$ cat config.mk
export PLATFORM = sky130hd
export DESIGN_NAME = mult_block_host
export DESIGN_NICKNAME = d
export VERILOG_FILES = /design/src/rtl/mult_block_host.sv
export SDC_FILE = /design/constraint.sdc
export NUM_CORES = 1
export LEC_CHECK = 0
export CAP_MARGIN = 20
export CORE_ASPECT_RATIO = 0.5
export CORE_UTILIZATION = 45
export CTS_CLUSTER_DIAMETER = 200
export DETAILED_ROUTE_END_ITERATION = 8
export PLACE_DENSITY = 0.85
export SLEW_MARGIN = 15
export SYNTH_ARGS = -nofsm -noshare
export SYNTH_HDL_FRONTEND = slang
export SYNTH_SLANG_ARGS = --single-unit
$ cat constraint.sdc
create_clock -name CLK -period 3.3 [get_ports CLK]
set_input_delay 0.495 -clock CLK [delete_from_list [all_inputs] [get_ports CLK]]
set_output_delay 0.495 -clock CLK [all_outputs]
set_load 0.02 [all_outputs]
$ cat src/rtl/mult_block_host.sv
// Block initiator for the multiplier: issues DEPTH operand pairs, requests read-back,
// collects and re-emits the results with a running sum and a completion pulse.
module mult_block_host #(
  parameter int unsigned N       = 32,
  parameter int unsigned DEPTH   = 64,
  parameter int unsigned TIMEOUT = 256
) (
  input  logic         CLK,
  input  logic         RST,
  input  logic         START,
  input  logic         IN_valid,
  output logic         IN_ready,
  input  logic [15:0]  IN_op0,
  input  logic [15:0]  IN_op1,
  input  logic         RDY_mult,
  output logic         EN_mult,
  output logic [15:0]  mult_input0,
  output logic [15:0]  mult_input1,
  output logic         EN_blockRead,
  input  logic         VALID_memVal,
  input  logic [N-1:0] memVal_data,
  output logic         OUT_valid,
  output logic [N-1:0] OUT_data,
  output logic [5:0]   OUT_index,
  output logic [N+5:0] SUM,
  output logic         DONE,
  output logic         BUSY,
  output logic         ERR
);

  localparam int unsigned CW = $clog2(DEPTH + 1);
  localparam int unsigned TW = $clog2(TIMEOUT + 1);

  typedef enum logic [2:0] {
    StIdle,
    StIssue,
    StDrain,
    StReq,
    StCollect,
    StDone
  } state_e;

  state_e        state;
  logic [CW-1:0] issue_cnt;
  logic [CW-1:0] rx_cnt;
  logic [TW-1:0] timer;
  logic          take_word;
  logic          spurious;
  logic          last_word;
  logic          timed_out;

  assign BUSY         = (state != StIdle);
  assign IN_ready     = (state == StIssue) && RDY_mult && (issue_cnt < CW'(DEPTH));
  assign EN_mult      = IN_valid && IN_ready;
  assign mult_input0  = IN_op0;
  assign mult_input1  = IN_op1;
  assign EN_blockRead = (state == StReq);
  assign DONE         = (state == StDone);

  assign take_word = VALID_memVal && ((state == StReq) || (state == StCollect));
  assign spurious  = VALID_memVal &&
                     ((state == StIdle) || (state == StIssue) || (state == StDrain));
  assign last_word = (rx_cnt == CW'(DEPTH - 1));
  assign timed_out = (timer == TW'(TIMEOUT - 1));

  always_ff @(posedge CLK) begin
    if (RST) begin
      state     <= StIdle;
      issue_cnt <= '0;
      rx_cnt    <= '0;
      timer     <= '0;
      OUT_valid <= 1'b0;
      OUT_data  <= '0;
      OUT_index <= '0;
      SUM       <= '0;
      ERR       <= 1'b0;
    end else begin
      OUT_valid <= 1'b0;
      // Stray read-back data is flagged but never alters the flow.
      if (spurious) ERR <= 1'b1;

      if (take_word) begin
        OUT_valid <= 1'b1;
        OUT_data  <= memVal_data;
        OUT_index <= rx_cnt[5:0];
        SUM       <= SUM + {6'd0, memVal_data};
        rx_cnt    <= rx_cnt + 1'b1;
      end

      unique case (state)
        StIdle: begin
          if (START) begin
            state     <= StIssue;
            SUM       <= '0;
            issue_cnt <= '0;
            rx_cnt    <= '0;
          end
        end
        StIssue: begin
          if (EN_mult) begin
            issue_cnt <= issue_cnt + 1'b1;
            if (issue_cnt == CW'(DEPTH - 1)) begin
              state <= StDrain;
              timer <= '0;
            end
          end
        end
        StDrain: begin
          // RDY_mult low means every entry has been written and the block is full.
          if (!RDY_mult) begin
            state <= StReq;
            timer <= '0;
          end else if (timed_out) begin
            ERR   <= 1'b1;
            state <= StIdle;
          end else begin
            timer <= timer + 1'b1;
          end
        end
        StReq: begin
          if (VALID_memVal) begin
            state <= last_word ? StDone : StCollect;
          end else if (timed_out) begin
            ERR   <= 1'b1;
            state <= StIdle;
          end else begin
            timer <= timer + 1'b1;
          end
        end
        StCollect: begin
          if (VALID_memVal && last_word) state <= StDone;
        end
        StDone:  state <= StIdle;
        default: state <= StIdle;
      endcase
    end
  end

endmodule
Word-level counts from Yosys, hierarchy flattened --
Index checks and enable logic that the tools add are counted.
Word-level totals: input port bits 70, logic and storage cells 73, output and inout port bits 115, bits in registers 104
Operators by class: $add $sub $neg 4, $lt $le $gt $ge 1, reductions and logical operators 16, equal/unequal tests 13, multiplexer cells 30
Operator list (number):
- 2-to-1 mux 38 bit | 3
- 2-to-1 mux 9 bit | 5
- adder 38 x 32 -> 38 bit | 1
- 2-to-1 mux 7 bit | 5
- case mux 9 bit (3 select lines) | 1
- 2-to-1 mux 3 bit | 7
- case mux 3 bit (5 select lines) | 1
- adder 7 x 1 -> 7 bit, second input constant | 2
- == test 7 x 6 -> 1 bit, second input constant | 2
- case mux 7 bit (2 select lines) | 1
- adder 9 x 1 -> 9 bit, second input constant | 1
- == test 9 x 8 -> 1 bit, second input constant | 1
- AND reduction 4 bit | 2
- less-than comparator 7 bit, second input constant | 1
- == test 3 x 2 -> 1 bit, second input constant | 2
- == test 3 bit, second input constant | 2
- logical AND 1 bit | 6
- 2-to-1 mux 1 bit | 6
- inequality test 2 bit, second input constant | 3
- nonzero test 3 bit | 2
- inequality test 2 x 1 -> 1 bit, second input constant | 2
- == test 3 x 1 -> 1 bit, second input constant | 1
- zero test 3 bit | 1
- logical OR 1 bit | 3
- other kinds (3) | 3

Logic depth before layout (Yosys ltp) --
depth in word-level cells 8, depth in mapped cells 11

Least setup slack after synthesis --
No wires, ideal clock.
kind register to register, start register SUM[0], end register SUM[32], arrival 2.583 ns, required time 3.226 ns, stages on the path, launching flop included 12, slack 0.643 ns, path buffers 0, cell sequence dfxtp_1 > ha_1 > inv_1 > fa_1 > and2b_1 > o21a_1 > o211a_1 > o211ai_2 > a211oi_2 > o21ai_2 > a2111o_1 > o21ai_0
Between the ends: longest elaborated chain between the ends 4
Ends and longest elaborated chain:
- from (decl) | RTL line 25 | output logic [N+5:0] SUM,
- from (signal assigned) | RTL line 86 | SUM <= SUM + {6'd0, memVal_data};
- adder 38 x 32 -> 38 bit * | RTL line 86
- 2-to-1 mux 38 bit * | RTL line 82 | if (take_word) begin
- 2-to-1 mux 38 bit | RTL line 92 | if (START) begin
- 2-to-1 mux 38 bit * | RTL line 90 | unique case (state)
Every way passes the cells marked *; elsewhere a longest branch is shown, timed or not. A chain may end at the register's enable or synchronous reset.

Final worst setup path --
start input port memVal_data[1], end register SUM[29]
Between the ends: longest elaborated chain between the ends 4
Ends and longest elaborated chain:
- from (decl) | RTL line 21 | input logic [N-1:0] memVal_data,
- adder 38 x 32 -> 38 bit * | RTL line 86
- 2-to-1 mux 38 bit * | RTL line 82
- 2-to-1 mux 38 bit | RTL line 92
- 2-to-1 mux 38 bit * | RTL line 90
Marks and branches as above.

==> results <==
- The max-capacitance violation count is 0.
- The final cell count without fillers is 1029.
- The synthesized design spends more area on one cell type than any other, namely sky130_fd_sc_hd__dfxtp_1.
- IR analysis of the VDD net gives a maximum drop of 227 uV.
- In this run the static leakage power is 2.72 nW.
- Of the synthesized area, sequential elements account for between 30% and 40%.
- In the routed layout, each cell is associated on average with a via count of 5.57.
- At the worst endpoint, the required time is between 3 and 4 ns.
- The area share of the largest cell type after synthesis is 34.1%.
- The number of iterations in the first detailed-routing pass is 5.
- Clock tree synthesis inserted a total of 9 buffers.
- The kind of cell adding the most delay to the critical path is compound AO/OA/AOI/OAI gates.
- The slowest stage cell on the critical path is sky130_fd_sc_hd__clkdlybuf4s50_1.
- The vertical die dimension is approximately 84 um.
- The CTS H-tree depth is 3.
- Setup repair after global routing left no endpoint under its margin.
- In this run, placement finished with an instance count of between 1000 and 1500.
- The final count of hold timing violations was 0.
- After layout, the worst setup slack is between 0.2 and 0.3 ns.
- Leaving out fill and tap cells, the most frequent cell in the layout is sky130_fd_sc_hd__nand2_1.
- The TritonCTS clock tree is done.
- The signal on the critical path passes through clkdlybuf4s50_1 > ha_1 > a211oi_1 > o211ai_1 > a211oi_1 > o22ai_1 > o221ai_1 > o21ai_1 > xnor2_1 > a21oi_1.
- For this design, the sink count on the clock tree is 104.
- The finished cells cover 7440 um2.
- Along the worst path, the maximum fanout reaches 3.
- In this run the worst hold path is classified as reg2reg.
- The routed wire length per instance is 15.3 um.
- The worst-case clock skew is 0.0110 ns.
- The worst-case headroom to the max-slew limit is 49.0%.
- For this block, the initial DRC count from the detailed router was 413.
- The die footprint is around 14000 um2.
- The ratio of final minimum period to clock period is 91.8%.
- The post-synthesis net count is 887.
- The critical path launch point type is an input port.
- For this run, the top clock speed supported by timing is 330 MHz.
- The final net count is 961.
- The region available for standard cell placement spans between 10000 and 15000 um2.
- In this run, post-CTS repair resized a total of 0 instances.
- The routed wire length is approximately 16000 um.
- The flow ran to the end, and the final reports show no timing, DRC or antenna violations.
- Input and output buffers added on the ports amount to 120.
- The number of standard-cell rows in the floorplan is 29.
- The number of hold buffers added after CTS was 0.
- The number of remaining DRC errors is 0.
- The number of antenna violations at the first check in global routing is 0.
- Dividing total power by cell area gives a power density of ~340 nW/um2.
- The number of warning messages in the yosys log is 0.
- The number of buffers between clock root and the deepest sink is 2.
- The first global-routing pass estimated ~26000 um of wire.
- The worst setup path is of the in2reg kind.
- The shortest clock period the worst path allows after layout is 3.03 ns.
- Relative to the synthesized area, the layout overhead comes to 21.8%.
- The average instance in the mapped netlist occupies around 8 um2.
- The mapped netlist covers 6110 um2.
- The fraction of the core area covered by cells at the end of the flow is 57.5%.
- The post-route antenna net violation count is 0.
- Counting flops with an async set or reset pin after synthesis yields a share of 0%.
- The number of diodes added for antenna fixing is 0.
- The count of pins over their slew limit came to 0.
- The total routing usage reported by global routing is 22.5%.
- The count of endpoints failing setup in the final report is 0.
- In the layout the commonest cells are sky130_fd_sc_hd__nand2_1 (151), sky130_fd_sc_hd__clkdlybuf4s50_1 (119), sky130_fd_sc_hd__a21oi_1 (108).
- The slew at the pin closest to its max-slew limit is around 0.76 ns.
- The clock-pin slew on the worst setup and hold paths is 0.08 ns.
- The cell sitting at the root of the clock tree is a sky130_fd_sc_hd__clkbuf_16.
- The HPWL after detailed placement is about 11000 um.
- The number of storage elements in the synthesis netlist is 104.
- The later pin in the worst-skew pair is clocked with a latency of between 0.3 and 0.4 ns.
- The final RePlAce weighted congestion is 0.874.
- The distinct cell type count after synthesis is 70.
- The maximum number of pins on one net before global-route repair is 44.
- The via count of the first global-routing pass is about 5400.
- The initial utilization of the core area, before any placement, comes to 47.2%.
- The total congestion overflow after global routing is 0.
- Summing over every cut layer, the via total after detailed routing is 5732.
- Before CTS, the worst setup slack after placement is -0.0183 ns.
- The endpoint class of the critical path is a flop.
- The share of cells above drive strength 1 is roughly 5.8%.
- The delay of the slowest critical-path stage is approximately 0.5 ns.
- The post-detailed-placement cell area is 7170 um2.
- In this run the post-CTS setup repair buffer count came out at 0.
- The worst hold slack across all endpoints is between 0.4 and 0.5 ns.
- The number of enable-type register cells in the synthesized netlist is 0.
- The gate count of the mapped netlist is 781.
- The most used flip-flop cell after synthesis is sky130_fd_sc_hd__dfxtp_1.
- By area the synthesized netlist is led by sky130_fd_sc_hd__dfxtp_1 (34%), sky130_fd_sc_hd__nand2_1 (9.3%), sky130_fd_sc_hd__a21oi_1 (8.8%).
- The boundary pin count is 185.
- STA puts the critical path data arrival time at 3.26 ns.
- The most used cell along the critical path is sky130_fd_sc_hd__a211oi_1.
- The x dimension of the die is 167 um.
- The combined buffer and inverter count along the critical path is 1.
[synthesized netlist by cell type (7+ instances only)]
| cell type | instances |
|---|---|
| sky130_fd_sc_hd__o21a_1 | 8 |
| sky130_fd_sc_hd__nand4_1 | 13 |
| sky130_fd_sc_hd__nand2_1 | 151 |
| sky130_fd_sc_hd__nand3_1 | 13 |
| sky130_fd_sc_hd__a21o_1 | 15 |
| sky130_fd_sc_hd__nor2_1 | 61 |
| sky130_fd_sc_hd__buf_2 | 7 |
| sky130_fd_sc_hd__inv_1 | 16 |
| sky130_fd_sc_hd__or3_1 | 8 |
| sky130_fd_sc_hd__nor2b_1 | 8 |
| sky130_fd_sc_hd__o21ai_0 | 32 |
| sky130_fd_sc_hd__clkbuf_1 | 22 |
| sky130_fd_sc_hd__ha_1 | 35 |
| sky130_fd_sc_hd__xnor2_1 | 21 |
| sky130_fd_sc_hd__a21oi_1 | 108 |
| sky130_fd_sc_hd__buf_4 | 35 |
| sky130_fd_sc_hd__nor3_1 | 10 |
| sky130_fd_sc_hd__dfxtp_1 | 104 |
| sky130_fd_sc_hd__xor2_1 | 11 |
[layout make-up]
cell class	instances	area, um2
fillers	1134	5510
clock inverters	6	50.0
repair buffers	133	1290
multi-input cells	591	3520
clock buffers	9	225
well taps	170	213
inverters	16	60.1
flip-flops and latches	104	2080
[cells by family (layout without fill, tap and decap cells)]
kind of cell | count (synthesis) | in the layout | synth area share (%)
muxes | 6 | 6 | 0.983
AOI/OAI and AO/OA | 224 | 224 | 22.9
and+or+nand+nor | 293 | 293 | 21.5
xor gates and xnor gates | 32 | 32 | 4.59
DFF | 104 | 104 | 34.1
adders and majority gates | 36 | 36 | 7.49
buffers and inverters | 86 | 164 | 8.52
[tightest hold or removal path, delay by kind of cell, from the launching register on]
kind,cells,cell delay [ns]
and+or+nand+nor,1,0.05
DFF,1,0.31
AOI/OAI and AO/OA,1,0.05
[registers in the layout (all words and copies together), names as in the netlist]
register   cells
state          3
OUT_valid      1
timer          9
SUM           38
rx_cnt         7
OUT_index      6
OUT_data      32
issue_cnt      7
ERR            1
[through the flow]
stage / TNS [ns] / power, mW
after floorplan: 0 / 1.47
after CTS: 0 / 2.51
after global placement: 0 / 1.49
after global routing: 0 / 2.58
final: 0 / 2.51
after detailed placement: -0.0213 / 1.49
[per-layer routing]
layer  GRT usage [%]  vias up  share of wire, %
met2            37.6      160                46
li1                -     2841                 -
met5               0        -                 0
met1            29.1     2693                47
met3            4.43       38               4.9
met4            7.83        0               1.6
[final timing paths]
| check | depth (start not counted) | endpoint | start | slack (ns) |
|---|---|---|---|---|
| max | 10 | SUM[29]$_SDFF_PP0_ | memVal_data[1] | 0.27 |
| min | 2 | OUT_data[10]$_SDFFE_PP0P_ | OUT_data[10]$_SDFFE_PP0P_ | 0.45 |
| max reg2reg | 9 | SUM[29]$_SDFF_PP0_ | SUM[1]$_SDFF_PP0_ | 0.51 |
| min reg2reg | 2 | OUT_data[10]$_SDFFE_PP0P_ | OUT_data[10]$_SDFFE_PP0P_ | 0.45 |
[where the power goes]
group | leakage, nW | switching, mW | internal, mW | total (mW)
registers | 0.838 | 0.00462 | 1.26 | 1.26
logic | 1.75 | 0.116 | 0.0906 | 0.207
clock network | 0.129 | 0.519 | 0.520 | 1.04
Note: power is estimated with default switching activity, not from simulation.
